<file path="src/rtl/trigger_sequencer.sv">
// rtl/trigger_sequencer.sv - run-control FSM, threshold-crossing trigger and post-trigger window
module trigger_sequencer #(
    parameter int TIME_STAMP_WIDTH = 16,
    parameter int ADC_WIDTH        = 16,
    parameter int ARM_DELAY        = 4,
    parameter int POST_TRG_LEN     = 8
) (
    input  logic                        AXIS_ACLK,
    input  logic                        AXIS_ARESET,
    input  logic                        RUN_EN,
    input  logic [ADC_WIDTH-1:0]        S_ADC_TDATA,
    input  logic                        S_ADC_TVALID,
    input  logic [ADC_WIDTH-1:0]        THRESHOLD_VAL,
    input  logic [TIME_STAMP_WIDTH-1:0] I_CURRENT_TIME,
    output logic [1:0]                  EXEC_STATE,
    output logic [TIME_STAMP_WIDTH-1:0] O_TRG_TIME,
    output logic                        O_TRG_VALID,
    input  logic                        I_TRG_READY,
    output logic [7:0]                  O_MISS_CNT
);

    // Encoding is visible on EXEC_STATE; any non-INIT value keeps the time counter running.
    typedef enum logic [1:0] {
        S_INIT  = 2'b00,
        S_ARMED = 2'b01,
        S_HOLD  = 2'b10,
        S_TRG   = 2'b11
    } state_t;

    localparam int            PW        = $clog2(POST_TRG_LEN + 1);
    localparam logic [7:0]    ARM_MAX   = 8'(ARM_DELAY);
    localparam logic [PW-1:0] POST_MAX  = PW'(POST_TRG_LEN);
    localparam logic [PW-1:0] POST_LAST = PW'(POST_TRG_LEN - 1);

    state_t                      r_state;
    state_t                      w_next;
    logic                        r_prev_above;
    logic [7:0]                  r_arm_cnt;
    logic [PW-1:0]               r_post_cnt;
    logic [TIME_STAMP_WIDTH-1:0] r_trg_time;
    logic                        r_trg_valid;
    logic [7:0]                  r_miss_cnt;

    logic w_above;
    logic w_cross;
    logic w_arm_done;
    logic w_post_done;
    logic w_arm_clr;
    logic w_trig;
    logic w_miss_clr;
    logic w_busy;

    assign w_above     = $signed(S_ADC_TDATA) > $signed(THRESHOLD_VAL);
    assign w_cross     = S_ADC_TVALID && w_above && !r_prev_above;
    assign w_arm_done  = (r_arm_cnt == ARM_MAX);
    assign w_post_done = S_ADC_TVALID && (r_post_cnt == POST_LAST);
    assign w_busy      = (r_state == S_TRG) || (r_state == S_HOLD);
    assign w_miss_clr  = (r_state == S_INIT) && RUN_EN;

    assign EXEC_STATE  = r_state;
    assign O_TRG_TIME  = r_trg_time;
    assign O_TRG_VALID = r_trg_valid;
    assign O_MISS_CNT  = r_miss_cnt;

    // State register.
    always_ff @(posedge AXIS_ACLK or posedge AXIS_ARESET) begin
        if (AXIS_ARESET) begin
            r_state <= S_INIT;
        end else begin
            r_state <= w_next;
        end
    end

    // Next-state decode; dropping RUN_EN beats a crossing or window completion in ARMED/TRG.
    always_comb begin
        w_next    = r_state;
        w_arm_clr = 1'b0;
        w_trig    = 1'b0;
        case (r_state)
            S_INIT: begin
                if (RUN_EN) begin
                    w_next    = S_ARMED;
                    w_arm_clr = 1'b1;
                end
            end
            S_ARMED: begin
                if (!RUN_EN) begin
                    w_next = S_INIT;
                end else if (w_cross && w_arm_done) begin
                    w_next = S_TRG;
                    w_trig = 1'b1;
                end
            end
            S_TRG: begin
                if (!RUN_EN) begin
                    w_next = S_INIT;
                end else if (w_post_done) begin
                    w_next = S_HOLD;
                end
            end
            S_HOLD: begin
                if (I_TRG_READY) begin
                    if (RUN_EN) begin
                        w_next    = S_ARMED;
                        w_arm_clr = 1'b1;
                    end else begin
                        w_next = S_INIT;
                    end
                end
            end
            default: w_next = S_INIT;
        endcase
    end

    // Previous-sample comparator state; pinned high in INIT so a pre-existing high level cannot trigger.
    always_ff @(posedge AXIS_ACLK or posedge AXIS_ARESET) begin
        if (AXIS_ARESET) begin
            r_prev_above <= 1'b1;
        end else if (r_state == S_INIT) begin
            r_prev_above <= 1'b1;
        end else if (S_ADC_TVALID) begin
            r_prev_above <= w_above;
        end
    end

    // Arm-delay counter: restarts on every entry to ARMED and saturates at the delay.
    always_ff @(posedge AXIS_ACLK or posedge AXIS_ARESET) begin
        if (AXIS_ARESET) begin
            r_arm_cnt <= '0;
        end else if (w_arm_clr) begin
            r_arm_cnt <= '0;
        end else if ((r_state == S_ARMED) && !w_arm_done) begin
            r_arm_cnt <= r_arm_cnt + 8'd1;
        end
    end

    // Post-trigger sample counter: cleared by the trigger, counts valid samples in TRG, never wraps.
    always_ff @(posedge AXIS_ACLK or posedge AXIS_ARESET) begin
        if (AXIS_ARESET) begin
            r_post_cnt <= '0;
        end else if (w_trig) begin
            r_post_cnt <= '0;
        end else if ((r_state == S_TRG) && S_ADC_TVALID && (r_post_cnt != POST_MAX)) begin
            r_post_cnt <= r_post_cnt + 1'b1;
        end
    end

    // Trigger record: timestamp captured on the crossing edge, valid tracks residence in HOLD.
    always_ff @(posedge AXIS_ACLK or posedge AXIS_ARESET) begin
        if (AXIS_ARESET) begin
            r_trg_time  <= '0;
            r_trg_valid <= 1'b0;
        end else begin
            if (w_trig) begin
                r_trg_time <= I_CURRENT_TIME;
            end
            r_trg_valid <= (w_next == S_HOLD);
        end
    end

    // Saturating count of crossings that arrive while a trigger is already in flight.
    always_ff @(posedge AXIS_ACLK or posedge AXIS_ARESET) begin
        if (AXIS_ARESET) begin
            r_miss_cnt <= '0;
        end else if (w_miss_clr) begin
            r_miss_cnt <= '0;
        end else if (w_busy && w_cross && (r_miss_cnt != 8'hFF)) begin
            r_miss_cnt <= r_miss_cnt + 8'd1;
        end
    end

endmodule

</file>
<file path="config.mk">
export PLATFORM = sky130hd
export DESIGN_NAME = trigger_sequencer
export DESIGN_NICKNAME = d
export VERILOG_FILES = /design/src/rtl/trigger_sequencer.sv
export SDC_FILE = /design/constraint.sdc
export NUM_CORES = 1
export LEC_CHECK = 0
export BUFFER_PORTS_ARGS = -buffer_cell sky130_fd_sc_hd__buf_2
export CORE_ASPECT_RATIO = 0.6
export CORE_MARGIN = 2
export CORE_UTILIZATION = 55
export DETAILED_ROUTE_END_ITERATION = 8
export PLACE_DENSITY = 0.86
export SLEW_MARGIN = 40
export SYNTH_ARGS = -nofsm -noshare
export SYNTH_HDL_FRONTEND = slang
export SYNTH_SLANG_ARGS = --single-unit
</file>
<file path="constraint.sdc">
create_clock -name AXIS_ACLK -period 3.7 [get_ports AXIS_ACLK]
set_input_delay 0.555 -clock AXIS_ACLK [delete_from_list [all_inputs] [get_ports AXIS_ACLK]]
set_output_delay 0.555 -clock AXIS_ACLK [all_outputs]
set_load 0.01 [all_outputs]
</file>
== Word level (Yosys, flattened, before mapping) ==
Index checks and enable logic that the tools add are counted.
W data, S select, Z words.

* Register bits after elaboration: 40
* Bits of input ports: 53
* Output and inout port bits: 27

* Add/subtract/negate cells: 3
* Magnitude comparators: 1
* Equal/unequal tests: 8
* Multiplexer cells: 22
* Reduce and logical (&&, ||, !) cells: 18

{| class="wikitable"
|+ Operators with widths
! operator !! number
|-
| $mux W8 || 4
|-
| $add A8 B1 Y8 const B || 2
|-
| $gt A16 B16 Y1 || 1
|-
| $mux W2 || 6
|-
| $logic_and A1 B1 Y1 || 10
|-
| $eq A8 B3 Y1 const B || 1
|-
| $mux W1 || 8
|-
| $mux W4 || 2
|-
| $ne A8 B8 Y1 const B || 1
|-
| $pmux W2 S4 || 1
|-
| $reduce_bool A2 Y1 || 4
|-
| $eq A2 B2 Y1 const B || 3
|-
| $add A4 B1 Y4 const B || 1
|-
| $eq A4 B3 Y1 const B || 1
|-
| $ne A4 B4 Y1 const B || 1
|-
| $eq A2 B1 Y1 const B || 1
|-
| $logic_not A1 Y1 || 2
|-
| $logic_not A2 Y1 || 1
|-
| $pmux W1 S2 || 1
|-
| $logic_or A1 B1 Y1 || 1
|}

== Depth between registers and ports, before layout ==
Gate-level depths: netlist (run 1).

* Depth in word-level cells: 8
* Gate-level depth with buffers: 9
* Depth with buffers taken out: 8

== Worst setup path before layout (run 1) ==
Ideal clock, no wire load.

* Path type: input -> register
* Start point: in THRESHOLD_VAL[15]
* End point: reg r_trg_time[10], in the netlist O_TRG_TIME[10]
* Library setup time: 125 ps
* Data arrival time: 2893 ps
* Required time: 3575 ps
* Setup slack: 682 ps
* Stages on the path: 9
* Cells stage by stage: inv_1 -> ha_1 -> nand4_1 -> or4_4 -> a21o_1 -> and3_4 -> or4_4 -> buf_6 -> mux2_4

* Cells in the longest elaborated chain, start to end: 7

{| class="wikitable"
|+ RTL lines
! what !! line !! source
|-
| from (decl) || 13 || <nowiki>input logic [ADC_WIDTH-1:0] THRESHOLD_VAL,</nowiki>
|-
| $gt A16 B16 Y1 || 53 || <nowiki>assign w_above = $signed(S_ADC_TDATA) > $signed(THRESHOLD_VAL);</nowiki>
|-
| $logic_and A1 B1 Y1 (2 in a row) || 54 || <nowiki>assign w_cross = S_ADC_TVALID && w_above && !r_prev_above;</nowiki>
|-
| $logic_and A1 B1 Y1 || 89 || <nowiki>end else if (w_cross && w_arm_done) begin</nowiki>
|-
| $mux W1 || 89 ||
|-
| $mux W1 || 87 || <nowiki>if (!RUN_EN) begin</nowiki>
|-
| $mux W1 || 79 || <nowiki>case (r_state)</nowiki>
|-
| to (signal assigned) || 151 || <nowiki>r_trg_time <= '0;</nowiki>
|-
| to (signal assigned) || 155 || <nowiki>r_trg_time <= I_CURRENT_TIME;</nowiki>
|-
| to (decl) || 40 || <nowiki>logic [TIME_STAMP_WIDTH-1:0] r_trg_time;</nowiki>
|}

No other way between the ends.
A chain may end at the register's enable or synchronous reset.

== Worst setup path after layout (run 1) ==
* Start point: in THRESHOLD_VAL[15]
* End point: reg r_trg_time[1], in the netlist O_TRG_TIME[1]

Same word-level chain as after synthesis.

==> flow_summary.toml, run 1 <==
[grt]
overflow = 0
grt_max_degree = 26
grt_pass1_vias = 1999
antenna_found_initial = 0
gr-usage-all-layers = 0.231
grt_pass1_wl_um = 8980

[run_status]
status = "completed"

[critical_path]
start_kind = "primary input"
crit_buf_inv = 2
crit_path_end_kind = "flop"
cpMostUsedCell = "or4_4"
cp_cell_sequence = "buf_2 -> inv_1 -> ha_1 -> nand4_1 -> or4_4 -> a21o_1 -> and3_4 -> or4_4 -> mux2_4"
critPathMaxFanout = 21
worst_ep_required_time_ns = 3.88
max_stage_delay_ns = 0.70
critPathSlowestCell = "or4_4"
arrival_ns = 3.18
critical_path.top_delay_family = "simple AND/OR/NAND/NOR gates"
path_class = "in -> reg"

[floorplanning]
die_w_um = 89.5
io_pins = 80
start_util = 0.580
chipHeight_um = 55.3
dieArea_um2 = 4950
rows = 18
core_um2 = 4170

[drt]
ant_nets = 0
num_vias = 2005
drc = 0
wire_per_inst_um = 14.2
dr.pass1.iters = 4
viasPerCell = 5.25
drt_iter0_drc = 68
drt_wl_total_um = 5410

[synthesis]
yosysTopAreaCell = "dfrtp_1"
synth_edf_count = 0
synthArstFlopShare = 1.00
ys_seq_area_frac = 0.415
synth_area_leaders = "dfrtp_1, ha_1, mux2_4"
synth-main-ff-cell = "dfrtp_1"
synth-seq-cells = 40
synthSimpleGateAreaFrac = 0.177
synth_xor_area_frac = 0.0363
synthAdderAreaFrac = 0.109
synth-compound-area-share = 0.0912
yosysMostFrequentCell = "dfrtp_1"
synth_top_family_by_area = "simple AND/OR/NAND/NOR gates"
netlist_area_um2 = 2410
synthTopCellsByCount = "dfrtp_1, inv_1, nand2_1, ha_1, nor2_1"
syn_inst = 236
yosysUniqueCellTypes = 39
ys_warn_count = 0
postSynthAreaPerCell_um2 = 10.2
synth_mux_area_frac = 0.119
syn_nets = 310
synth_top_area_frac = 0.404

[power]
power_density_nw_per_um2 = 355
peakVddDrop_uv = 183
p_leak_nw = 1.69

[worst_hold_path]
hp-class = "in -> async"

[timing]
setup_viol = 0
fin_skew_ns = 0.00633
worst_pin_slew_ns = 0.860
setup-tns-final_ns = 0
period_share = 0.813
hold_viol = 0
rsz0062_at_grt = "false"
relSlewSlack = 0.412
period_needed_ns = 3.01
slew_violations = 0
setup_slack_ns = 0.692
maxClockFrequency_mhz = 332

[final_layout]
final_net_count = 395
antenna_cells = 0
post-route-cell-area_um2 = 2970
final_cells = 382
multiInputGateArea_um2 = 1280
layout-drive-gt1-share = 0.351
regArea_um2 = 1000
fill_cells = 317
fin_util = 0.712
area_growth_pct = 22.8

[clocking]
cts-hold-fix-buffers = 0
clk_latency_ns = 0.29
cts_setup_buffers = 0
ctsLongestPathBuffers = 2
cts.clk_slew.worst_paths_ns = 0.08
cts.sinks = 40
clock-root-buffer = "clkbuf_8"
cts.htree.levels = 2
cts_buffers = 5
cts_tree = "yes"
ctsResizeCount = 0

[job]
cap_viol_max_count = 0

[place]
pre_cts_ws_ns = 0.384
portBuffers = 79
place_area_um2 = 2880
post-dp-hpwl_um = 4250
placed_cells = 374
gp_congestion = 0.819
==> worst reg2reg max path: cells and delay by family, from the launching register on <==
kind	cells	cell delay, ns
adders and majority gates	1	0.14
buffers and inverters	1	0.08
DFF	1	0.44
muxes	1	0.37
and+or+nand+nor	4	1.26
==> through the flow <==
step                hold slack (ns)  total power, mW
floorplan                     0.506            0.683
global placement              0.489            0.762
detailed placement            0.491            0.777
CTS                           0.328             1.07
global route                  0.364             1.12
finish                        0.311             1.05
==> layout by cell type (no fill, tap or decap), types with 3 or more instances in the layout <==
cell / n
nor2b_1: 3
nor4_1: 6
a31oi_1: 5
xor2_1: 6
a21oi_1: 8
buf_2: 79
a41o_1: 3
buf_4: 3
nor2_1: 16
nand3_1: 10
mux2i_1: 5
nand4_1: 10
nand2_1: 22
mux2_4: 15
xnor2_1: 4
clkbuf_8: 5
ha_1: 21
o21ai_0: 3
dfrtp_1: 39
inv_1: 26
or2_2: 3
nand2b_1: 3
and2_1: 4
==> metal layers <==
| layer | track usage | share of wire | wire length [um] |
|---|---|---|---|
| met1 | 0.324 | 0.49 | 2670 |
| met2 | 0.364 | 0.45 | 2460 |
| met3 | 0.0523 | 0.042 | 229 |
| met4 | 0.0490 | 0.0094 | 51 |
| met5 | 0 | 0 | 0 |
==> registers in the layout, indices dropped and copies added (netlist names) <==
register / flops
O_TRG_TIME: 16
O_MISS_CNT: 8
r_arm_cnt: 8
r_post_cnt: 4
EXEC_STATE: 2
O_TRG_VALID: 1
r_prev_above: 1
==> layout make-up <==
| cell class | instances | area share |
|---|---|---|
| clock buffers | 5 | 0.0232 |
| clock inverters | 3 | 0.00633 |
| inverters | 26 | 0.0329 |
| multi-input cells | 166 | 0.433 |
| flip-flops and latches | 40 | 0.338 |
| well taps | 60 | 0.0253 |
| repair buffers | 82 | 0.141 |
==> path summary, 6_finish.rpt <==
| path | startpoint | to | slack [ns] | cells after the start |
|---|---|---|---|---|
| worst max-delay path | THRESHOLD_VAL[15] | O_TRG_TIME[1]$_DFFE_PP0P_ | 0.69 | 9 |
| worst min-delay path | AXIS_ARESET | O_TRG_TIME[7]$_DFFE_PP0P_ | 0.31 | 2 |
| worst max register to register | r_arm_cnt[0]$_DFFE_PP0P_ | O_TRG_TIME[1]$_DFFE_PP0P_ | 1.29 | 7 |
| worst min register to register | O_TRG_TIME[14]$_DFFE_PP0P_ | O_TRG_TIME[14]$_DFFE_PP0P_ | 0.51 | 1 |
| max in group asynchronous | AXIS_ARESET | r_prev_above$_DFFE_PP1P_ | 2.59 | 3 |
| min in group AXIS_ACLK | I_CURRENT_TIME[11] | O_TRG_TIME[11]$_DFFE_PP0P_ | 0.49 | 2 |
==> power breakdown <==
group | switching [mW] | leakage (nW) | internal (mW)
registers | 0.0425 | 0.539 | 0.482
logic | 0.123 | 1.10 | 0.122
clock network | 0.152 | 0.0479 | 0.131
total | 0.318 | 1.69 | 0.736
==> kinds of logic after synthesis <==
| kind of cell | Yosys count |
|---|---|
| AND/OR/NAND/NOR | 82 |
| XOR/XNOR | 10 |
| adder cells (fa/ha/maj) | 21 |
| buffers and inverters | 30 |
| AO/OA/AOI/OAI | 32 |
| flip-flops | 40 |
| multiplexers | 21 |
Note: power is estimated with default switching activity, not from simulation.
==> run 2: changes to the inputs <==
--- a/config.mk
+++ b/config.mk
@@ -8,9 +8,9 @@
 export BUFFER_PORTS_ARGS = -buffer_cell sky130_fd_sc_hd__buf_2
 export CORE_ASPECT_RATIO = 0.6
 export CORE_MARGIN = 2
-export CORE_UTILIZATION = 55
+export CORE_UTILIZATION = 51
 export DETAILED_ROUTE_END_ITERATION = 8
-export PLACE_DENSITY = 0.86
+export PLACE_DENSITY = 0.81
 export SLEW_MARGIN = 40
 export SYNTH_ARGS = -nofsm -noshare
 export SYNTH_HDL_FRONTEND = slang
==> constraint.sdc (replaced) <==
create_clock -name AXIS_ACLK -period 2.85 [get_ports AXIS_ACLK]
set_input_delay 0.4275 -clock AXIS_ACLK [delete_from_list [all_inputs] [get_ports AXIS_ACLK]]
set_output_delay 0.4275 -clock AXIS_ACLK [all_outputs]
set_load 0.01 [all_outputs]
==> run 2 against run 1 <==
  * Flip-flop and latch count stayed put
  * Register-to-register slack got worse by 0.90 ns
  * Sequential share of layout area is 0.97 points lower
  * Clock power up 90%
  * Total power grew 48%
  * Critical path type unchanged
==> flow_summary.toml, run 2 (synthesized netlist as in run 1, its figures left out) <==
[clocking]
ctsResizeCount = 0
clk_latency_ns = 0.29
cts.htree.levels = 2
cts_buffers = 5
clock-root-buffer = "clkbuf_8"
ctsLongestPathBuffers = 2
cts_setup_buffers = 0
cts.sinks = 40
cts.clk_slew.worst_paths_ns = 0.07
cts-hold-fix-buffers = 0
cts_tree = "yes"

[drt]
drt_iter0_drc = 66
dr.pass1.iters = 5
viasPerCell = 5.26
drc = 0
num_vias = 2046
ant_nets = 0
wire_per_inst_um = 14.1
drt_wl_total_um = 5490

[final_layout]
fin_util = 0.669
mostFrequentLayoutCell = "buf_2"
area_growth_pct = 26.4
largest_reg_flops = 16
layout-drive-gt1-share = 0.362
antenna_cells = 0
final_net_count = 400
final_cell_mix = "buf_2, dfrtp_1, inv_1, nand2_1, ha_1"

[place]
pre_cts_ws_ns = -0.142
post-dp-hpwl_um = 4180
portBuffers = 79
gp_congestion = 0.805

[floorplanning]
rows = 19
die_w_um = 92.8
dieArea_um2 = 5320
io_pins = 80
chipHeight_um = 57.3
start_util = 0.529
core_um2 = 4560

[critical_path]
start_kind = "primary input"
critical_path.top_delay_family = "simple AND/OR/NAND/NOR gates"
crit_buf_inv = 2
crit_path_end_kind = "flop"
cpMostUsedCell = "or4_4"
worst_ep_required_time_ns = 3.03
path_class = "in -> reg"
cp_cell_sequence = "buf_2 -> inv_1 -> ha_1 -> nand4_1 -> or4_4 -> a21o_1 -> and3_4 -> or4_4 -> mux2_4"
critPathMaxFanout = 21
critPathSlowestCell = "or4_4"
arrival_ns = 2.85
max_stage_delay_ns = 0.70

[grt]
antenna_found_initial = 0
grt_pass1_wl_um = 9180
grt_pass1_vias = 2001
overflow = 0
gr-usage-all-layers = 0.223
grt_max_degree = 31

[timing]
period_needed_ns = 2.68
worst_pin_slew_ns = 0.724
setup_slack_ns = 0.175
setup_viol = 0
rsz0062_at_grt = "false"
maxClockFrequency_mhz = 374
fin_skew_ns = 0.00581
slew_violations = 0
period_share = 0.939
relSlewSlack = 0.514
setup-tns-final_ns = 0
hold_viol = 0

[power]
p_leak_nw = 1.73
peakVddDrop_uv = 357
power_density_nw_per_um2 = 509
power_mw = 1.55

[job]
cap_viol_max_count = 0

[worst_hold_path]
hp-class = "in -> async"

[run_status]
status = "completed"
-- run 2: cell types whose count changed in the layout (fill, tap and decap cells not counted) --
cell	delta
buf_4	+5
bufinv_16	+2
clkinv_2	-2
clkinv_4	-1
o31ai_1	-1
o31ai_2	+1
-- run 2: path summary, 6_finish.rpt --
kind,from,end,slack (ns),cells after the start
min in group AXIS_ACLK,I_CURRENT_TIME[2],O_TRG_TIME[2]$_DFFE_PP0P_,0.36,2
min reg2reg,O_TRG_TIME[14]$_DFFE_PP0P_,O_TRG_TIME[14]$_DFFE_PP0P_,0.51,1
max,THRESHOLD_VAL[9],O_TRG_TIME[6]$_DFFE_PP0P_,0.17,9
min,AXIS_ARESET,O_TRG_TIME[5]$_DFFE_PP0P_,0.11,2
max in group asynchronous,AXIS_ARESET,r_prev_above$_DFFE_PP1P_,1.97,3
max reg2reg,r_arm_cnt[0]$_DFFE_PP0P_,O_TRG_TIME[6]$_DFFE_PP0P_,0.39,7
-- run 2: final cells by class --
| class | instances | area [um^2] |
|---|---|---|
| flip-flops and latches | 40 | 1000 |
| clock inverters | 2 | 60.1 |
| multi-input cells | 166 | 1290 |
| repair buffers | 87 | 455 |
| fillers | 383 | 1510 |
| clock buffers | 5 | 68.8 |
| well taps | 63 | 78.8 |
| inverters | 26 | 97.6 |
-- run 2: worst reg2reg max path: cells and delay by family, from the launching register on --
family / cells / cell delay, ns
and+or+nand+nor: 4 / 1.30
DFF: 1 / 0.45
muxes: 1 / 0.36
adders and majority gates: 1 / 0.15
buffers and inverters: 1 / 0.09
-- run 2: metrics by stage --
step / area (um^2) / hold slack (ns) / std cells
3_5_place_dp: 2920 / 0.435 / 382
5_1_grt: 3050 / 0.142 / 389
6_report: 3050 / 0.111 / 389
4_1_cts: 3050 / 0.119 / 389
3_3_place_gp: 2920 / 0.438 / 382
2_1_floorplan: 2420 / 0.506 / 236
-- run 2: where the power goes --
part / internal, mW / switching [mW] / total (mW)
clock: 0.345 / 0.195 / 0.540
sequential: 0.626 / 0.0578 / 0.684
combinational: 0.167 / 0.164 / 0.331
total: 1.14 / 0.417 / 1.55
-- run 2: per-layer routing --
layer,wire [um],up-vias,global-route usage,share of wire
li1,-,1011,-,-
met1,2610,980,0.308,0.48
met2,2570,51,0.361,0.47
met3,267,4,0.0528,0.049
met4,36,0,0.0588,0.0066
met5,0,-,0,0
